`config.mk`:
```
export PLATFORM = sky130hd
export DESIGN_NAME = alu_op_issue
export DESIGN_NICKNAME = d
export VERILOG_FILES = /design/src/rtl/alu_pkg.sv /design/src/rtl/alu_issue_fifo.sv /design/src/rtl/alu_op_issue.sv
export SDC_FILE = /design/constraint.sdc
export NUM_CORES = 1
export LEC_CHECK = 0
export ABC_AREA = 0
export CAP_MARGIN = 0
export CORE_MARGIN = 4
export CORE_UTILIZATION = 55
export CTS_CLUSTER_DIAMETER = 80
export DETAILED_ROUTE_END_ITERATION = 10
export DONT_BUFFER_PORTS = 1
export PLACE_DENSITY = 0.73
export SLEW_MARGIN = 20
export SYNTH_ARGS = -nofsm -noshare
export SYNTH_HDL_FRONTEND = slang
export SYNTH_SLANG_ARGS = --single-unit
```
`constraint.sdc`:
```
create_clock -name CLK -period 2.8 [get_ports CLK]
set_input_delay 0.84 -clock CLK [delete_from_list [all_inputs] [get_ports CLK]]
set_output_delay 0.84 -clock CLK [all_outputs]
set_load 0.02 [all_outputs]
```
`src/rtl/alu_pkg.sv`:
```
// alu_pkg: constants shared by the ALU issue stage, the execution units and
// the result collector.
//   UNIT_*      2-bit unit select codes (REQ_FUN[3:2])
//   *_W         field widths of the request function code
//   unit_onehot maps a unit select to the {shift, cmp, logic, arith} enables
package alu_pkg;

  localparam int REQ_FUN_W = 4;
  localparam int UNIT_W    = 2;
  localparam int FUN_W     = 2;
  localparam int N_UNITS   = 4;

  localparam logic [UNIT_W-1:0] UNIT_ARITH = 2'b00;
  localparam logic [UNIT_W-1:0] UNIT_LOGIC = 2'b01;
  localparam logic [UNIT_W-1:0] UNIT_CMP   = 2'b10;
  localparam logic [UNIT_W-1:0] UNIT_SHIFT = 2'b11;

  // Bit order of the returned vector: [3]=shift, [2]=cmp, [1]=logic, [0]=arith.
  function automatic logic [N_UNITS-1:0] unit_onehot(input logic [UNIT_W-1:0] unit);
    logic [N_UNITS-1:0] oh;
    oh = '0;
    case (unit)
      UNIT_ARITH: oh[0] = 1'b1;
      UNIT_LOGIC: oh[1] = 1'b1;
      UNIT_CMP:   oh[2] = 1'b1;
      UNIT_SHIFT: oh[3] = 1'b1;
      default:    oh    = '0;
    endcase
    return oh;
  endfunction

endpackage

```
`src/rtl/alu_issue_fifo.sv`:
```
// alu_issue_fifo: synchronous FIFO buffering issue requests.
// Ports:
//   clk_i, rst_i      clock and synchronous active-high reset
//   push_i, wdata_i   write request and payload (ignored while full)
//   pop_i, rdata_o    read request (ignored while empty); rdata_o shows the head
//   full_o, empty_o   occupancy flags derived from the registered count
//   count_o           current occupancy, 0..DEPTH
module alu_issue_fifo
  import alu_pkg::*;
#(
  parameter int WIDTH     = 36,
  parameter int DEPTH     = 4,
  parameter int CNT_WIDTH = 3
) (
  input  logic                 clk_i,
  input  logic                 rst_i,
  input  logic                 push_i,
  input  logic [WIDTH-1:0]     wdata_i,
  input  logic                 pop_i,
  output logic [WIDTH-1:0]     rdata_o,
  output logic                 full_o,
  output logic                 empty_o,
  output logic [CNT_WIDTH-1:0] count_o
);

  localparam int PTR_W = (DEPTH > 1) ? $clog2(DEPTH) : 1;

  logic [WIDTH-1:0]     mem_q [DEPTH];
  logic [PTR_W-1:0]     wr_ptr_q, wr_ptr_d;
  logic [PTR_W-1:0]     rd_ptr_q, rd_ptr_d;
  logic [CNT_WIDTH-1:0] count_q, count_d;
  logic                 push_eff;
  logic                 pop_eff;

  assign full_o  = (count_q == CNT_WIDTH'(DEPTH));
  assign empty_o = (count_q == '0);
  assign count_o = count_q;
  assign rdata_o = mem_q[rd_ptr_q];

  assign push_eff = push_i && !full_o;
  assign pop_eff  = pop_i && !empty_o;

  // DEPTH is a power of two, so the pointers wrap by natural overflow.
  always_comb begin
    wr_ptr_d = wr_ptr_q;
    rd_ptr_d = rd_ptr_q;
    count_d  = count_q;
    if (push_eff) wr_ptr_d = wr_ptr_q + PTR_W'(1);
    if (pop_eff)  rd_ptr_d = rd_ptr_q + PTR_W'(1);
    case ({push_eff, pop_eff})
      2'b10:   count_d = count_q + CNT_WIDTH'(1);
      2'b01:   count_d = count_q - CNT_WIDTH'(1);
      default: count_d = count_q;
    endcase
  end

  always_ff @(posedge clk_i) begin
    if (rst_i) begin
      wr_ptr_q <= '0;
      rd_ptr_q <= '0;
      count_q  <= '0;
    end else begin
      wr_ptr_q <= wr_ptr_d;
      rd_ptr_q <= rd_ptr_d;
      count_q  <= count_d;
    end
  end

  // Storage needs no reset: an entry is only read after it has been written.
  always_ff @(posedge clk_i) begin
    if (push_eff) mem_q[wr_ptr_q] <= wdata_i;
  end

endmodule

```
`src/rtl/alu_op_issue.sv`:
```
// alu_op_issue: issue stage of the signed 16-bit ALU.
// Buffers requests in alu_issue_fifo, pops one per cycle while HOLD is low,
// drives registered operands, function code and one-hot unit enables, and
// flags RES_Valid/RES_Unit one cycle after each issue, when the selected
// unit's output register holds the result.
// Ports:
//   CLK, rst                 clock, synchronous active-high reset
//   REQ_Valid/REQ_Ready      request handshake; REQ_A, REQ_B, REQ_FUN payload
//   HOLD                     downstream stall, blocks issue only
//   A, B, ALU_FUN            registered operands and unit function
//   *_Enable                 registered one-hot unit enables
//   RES_Valid, RES_Unit      result-present flag and its unit select
//   FIFO_Count               request buffer occupancy
// Build option: define ALU_ISSUE_BYPASS_EN to let a request arriving at an
// empty, unstalled buffer issue on the edge it is accepted.
module alu_op_issue
  import alu_pkg::*;
#(
  parameter int IN_DATA_WIDTH = 16,
  parameter int FIFO_DEPTH    = 4,
  parameter int CNT_WIDTH     = 3
) (
  input  logic                     CLK,
  input  logic                     rst,
  input  logic                     REQ_Valid,
  output logic                     REQ_Ready,
  input  logic [IN_DATA_WIDTH-1:0] REQ_A,
  input  logic [IN_DATA_WIDTH-1:0] REQ_B,
  input  logic [REQ_FUN_W-1:0]     REQ_FUN,
  input  logic                     HOLD,
  output logic [IN_DATA_WIDTH-1:0] A,
  output logic [IN_DATA_WIDTH-1:0] B,
  output logic [FUN_W-1:0]         ALU_FUN,
  output logic                     Arith_Enable,
  output logic                     Logic_Enable,
  output logic                     CMP_Enable,
  output logic                     SHIFT_Enable,
  output logic                     RES_Valid,
  output logic [UNIT_W-1:0]        RES_Unit,
  output logic [CNT_WIDTH-1:0]     FIFO_Count
);

  localparam int PAYLOAD_W = 2 * IN_DATA_WIDTH + REQ_FUN_W;

  logic [PAYLOAD_W-1:0]     req_payload;
  logic [PAYLOAD_W-1:0]     head_payload;
  logic [PAYLOAD_W-1:0]     issue_payload;
  logic                     fifo_full;
  logic                     fifo_empty;
  logic                     take_req;
  logic                     bypass;
  logic                     fifo_push;
  logic                     fifo_pop;
  logic                     issue;

  logic [IN_DATA_WIDTH-1:0] a_q, a_d;
  logic [IN_DATA_WIDTH-1:0] b_q, b_d;
  logic [FUN_W-1:0]         fun_q, fun_d;
  logic [UNIT_W-1:0]        unit_q, unit_d;
  logic [N_UNITS-1:0]       en_q, en_d;
  logic                     res_valid_q, res_valid_d;
  logic [UNIT_W-1:0]        res_unit_q, res_unit_d;

  assign req_payload = {REQ_A, REQ_B, REQ_FUN};

  // Ready comes from the registered count only; a pop in the same cycle does
  // not create room for a push.
  assign REQ_Ready = !fifo_full && !rst;
  assign take_req  = REQ_Valid && REQ_Ready;

`ifdef ALU_ISSUE_BYPASS_EN
  assign bypass = take_req && fifo_empty && !HOLD;
`else
  assign bypass = 1'b0;
`endif

  assign fifo_push     = take_req && !bypass;
  assign fifo_pop      = !HOLD && !fifo_empty;
  assign issue         = fifo_pop || bypass;
  assign issue_payload = bypass ? req_payload : head_payload;

  alu_issue_fifo #(
    .WIDTH     (PAYLOAD_W),
    .DEPTH     (FIFO_DEPTH),
    .CNT_WIDTH (CNT_WIDTH)
  ) u_fifo (
    .clk_i   (CLK),
    .rst_i   (rst),
    .push_i  (fifo_push),
    .wdata_i (req_payload),
    .pop_i   (fifo_pop),
    .rdata_o (head_payload),
    .full_o  (fifo_full),
    .empty_o (fifo_empty),
    .count_o (FIFO_Count)
  );

  always_comb begin
    a_d    = a_q;
    b_d    = b_q;
    fun_d  = fun_q;
    unit_d = unit_q;
    en_d   = '0;
    if (issue) begin
      a_d    = issue_payload[PAYLOAD_W-1 -: IN_DATA_WIDTH];
      b_d    = issue_payload[REQ_FUN_W +: IN_DATA_WIDTH];
      fun_d  = issue_payload[FUN_W-1:0];
      unit_d = issue_payload[REQ_FUN_W-1 -: UNIT_W];
      en_d   = unit_onehot(issue_payload[REQ_FUN_W-1 -: UNIT_W]);
    end
    // The unit registers its result on the edge after the enable, so the
    // valid flag is the enable delayed by one stage.
    res_valid_d = |en_q;
    res_unit_d  = unit_q;
  end

  always_ff @(posedge CLK) begin
    if (rst) begin
      a_q         <= '0;
      b_q         <= '0;
      fun_q       <= '0;
      unit_q      <= '0;
      en_q        <= '0;
      res_valid_q <= 1'b0;
      res_unit_q  <= '0;
    end else begin
      a_q         <= a_d;
      b_q         <= b_d;
      fun_q       <= fun_d;
      unit_q      <= unit_d;
      en_q        <= en_d;
      res_valid_q <= res_valid_d;
      res_unit_q  <= res_unit_d;
    end
  end

  assign A            = a_q;
  assign B            = b_q;
  assign ALU_FUN      = fun_q;
  assign Arith_Enable = en_q[0];
  assign Logic_Enable = en_q[1];
  assign CMP_Enable   = en_q[2];
  assign SHIFT_Enable = en_q[3];
  assign RES_Valid    = res_valid_q;
  assign RES_Unit     = res_unit_q;

endmodule

```
==> impl_metrics.ini <==
[hold_path]
hold_class = flip-flop to flip-flop
hold_path_end = RES_Unit[1]$_SDFF_PP0_
min_from = res_unit_d[1]$_SDFFE_PP0P_
hold_depth = 1

[worst_setup_path]
path_cells = nor3b_1, nor3b_2, inv_1, ha_1, inv_1, fa_1, xor2_1, or3_1, a21oi_1
critPathMaxStageDelay_ns = 0.53
crit_type = flip-flop to flip-flop
startpoint_type = flip-flop
r2r_slack_ns = 0.39
startpoint = u_fifo.count_o[2]$_SDFFE_PP0P_
cp_common_cell = inv_1
r2r-start = u_fifo.count_o[2]$_SDFFE_PP0P_
r2r_end = u_fifo.count_o[2]$_SDFFE_PP0P_
end_kind = flip-flop
rr_worst_depth = 9
critPathSlowestCell = dfxtp_1
cp_data_required_time_ns = 3.15
worst-path-max-fanout = 7
crit_arrival_ns = 2.76

[synth]
synthSimpleGateAreaFrac = 0.0236
synth_top_area_frac = 0.619
ys.flop_type = edfxtp_1
synth_area_leaders = edfxtp_1 (62%), dfxtp_1 (15%), mux4_2 (12%)
synth_top_family_by_area = multiplexers
synth_compound_gate_area_share = 0.0543
synthCells = 339
synthAdderAreaFrac = 0.0118
yosysUniqueCellTypes = 32
synth_mux_area_frac = 0.119
avgSynthCellArea_um2 = 20.6
syn_area_mm2 = 0.00699
yosysSeqAreaShare = 0.768
syn_nets = 385
postSynth.asyncResetShare = 0
yosys.area.top_type = edfxtp_1
synth-xor-area-share = 0.00251
yosys_warnings = 0
synth_seq_cells = 196
synth_edf_count = 144

[timing]
skew_ns = 0.00809
fin_crit_sh = 0.862
rsz0062_at_grt = no
finalSetupTns_ns = 0
relSlewSlack = 0.583
worstMarginPinSlew_ns = 0.624
drv_slew = 0
period_minus_slack_ns = 2.41
hold_violations = 0
setup_violations = 0
fin_ws_ns = 0.385
fmax_mhz = 414

[final_layout]
layout.nets = 397
drive_above_1_share = 0.247
layout_common_cells = edfxtp_1 (144), dfxtp_1 (50), mux4_2 (36), a22o_1 (36), clkbuf_16 (17)
layout.cells.non_filler = 532
antenna_cells = 0
final_common_cell = edfxtp_1
synthToLayoutAreaGrowth_pct = 12.6

[pwr]
p_per_area_mw_per_mm2 = 937
peakVddDrop_mv = 0.515
swShare = 0.263
combPwrFrac = 0.142
intPower_mw = 5.44
seq_power_share = 0.519
clockPowerShare = 0.339
p_leak_nw = 2.58
switchingPower_mw = 1.94

[detailed_routing]
vias = 3143
drt_iter0_drc = 266
avgViaCountPerCell = 5.91
drtAntennaViolNets = 0
drt-total-wl_um = 12100
post_drt_wl_per_cell_um = 22.8
route.detailed.drc = 0
first_pass_iters = 5

[clocking]
clk_latency_ns = 0.42
htreeDepth = 4
clockBufferDepth = 2
cts_buffers = 17
clock_sinks = 196
root_buffer = clkbuf_16
path_clk_slew_ns = 0.06
cts_tree = done
ctsResizeCount = 0
postCtsHoldBufs = 0
post_cts_buffers = 0

[die]
coreArea_mm2 = 0.0122
row_count = 40
start_util = 0.572
die_w_um = 121
die_area_mm2 = 0.0146
io_pins = 85
die_h_um = 121

[placement]
portBuffers = 0
finalWeightedCongestion = 0.767
placedCellCount = 500
dp_slack_ns = 0.407
dp_hpwl_um = 7550

[grt]
grt_usage = 0.180
grt_max_degree = 27
first_global_vias = 3370
grt-ovfl-total = 0
antenna_found_initial = 0
grt_first_pass_wirelength_um = 19300

[run]
cap_violations = 0

[run_status]
status = complete, no violations
-- flip-flops by register name, indices dropped and copies added, names as in the netlist, named ones only --
| register | flops |
|---|---|
| A | 16 |
| ALU_FUN | 2 |
| B | 16 |
| RES_Unit | 2 |
| RES_Valid | 1 |
| en_q | 4 |
| res_unit_d | 2 |
| u_fifo.count_o | 3 |
| u_fifo.mem_q | 144 |
| u_fifo.rd_ptr_q | 2 |
| u_fifo.wr_ptr_q | 2 |
-- cell type report --
type,instances,area (um^2)
Clock buffer,19,453
Multi-Input combinational cell,118,1490
Tap cell,168,210
Sequential cell,196,5370
Timing Repair Buffer,10,150
Inverter,8,30.0
Clock inverter,13,171
Fill cell,838,4340
-- power by group through the flow --
stage          sequential (mW)  combinational (mW)  clock, mW
3_3_place_gp              3.88                1.03          0
3_5_place_dp              3.89                1.06          0
5_1_grt                   3.87                1.14       2.68
6_report                  3.82                1.05       2.50
2_1_floorplan             3.79               0.888          0
4_1_cts                   3.84                1.06       2.54
-- cells by family (layout without fill, tap and decap cells) --
family,Yosys count,after routing
buf+inv,25,50
simple gates,27,27
flops,196,196
compound gates,45,45
mux,38,38
fa+ha+maj,6,6
xor+xnor,2,2
-- stage by stage --
step | area (um^2) | util | total power, mW | hold slack, ns
global placement | 7240 | 0.593 | 4.91 | 0.459
CTS | 7870 | 0.644 | 7.44 | 0.463
detailed placement | 7240 | 0.593 | 4.95 | 0.469
floorplan | 6990 | - | 4.68 | 0.439
global route | 7870 | 0.644 | 7.69 | 0.465
finish | 7870 | 0.644 | 7.37 | 0.479
-- how the worst max path moves through the flow --
stage	end
floorplan	u_fifo.mem_q[1][0]$_DFFE_PP_
global placement	u_fifo.count_o[2]$_SDFFE_PP0P_
detailed placement	u_fifo.count_o[2]$_SDFFE_PP0P_
CTS	u_fifo.count_o[2]$_SDFFE_PP0P_
global route	u_fifo.count_o[2]$_SDFFE_PP0P_
finish	u_fifo.count_o[2]$_SDFFE_PP0P_
-- routing by layer --
layer,vias to the layer above,global-route usage,share of wire
met2,93,0.278,0.49
met4,0,0.0694,0.014
met3,16,0.0688,0.070
met1,1630,0.233,0.42
li1,1404,-,-
met5,-,0,0
-- Yosys cell counts (all sizes together), types with 2 or more instances --
master / n
mux4: 36
nor3b: 3
a21oi: 5
ha: 5
nor2b: 2
clkbuf: 6
o21ai: 2
xor2: 2
a22o: 36
inv: 8
or3: 3
edfxtp: 144
dfxtp: 52
and3b: 2
and2: 4
nor3: 2
buf: 11
nor2: 8
-- critical path: cells and delay by family, from the launching register on --
kind | cells | cell delay (ns)
flip-flops | 1 | 0.53
adder cells (fa/ha/maj) | 2 | 0.54
AND/OR/NAND/NOR | 3 | 0.85
AO/OA/AOI/OAI | 1 | 0.15
XOR/XNOR | 1 | 0.15
buffers and inverters | 2 | 0.14
No activity file was read; power rests on OpenSTA's default activity.
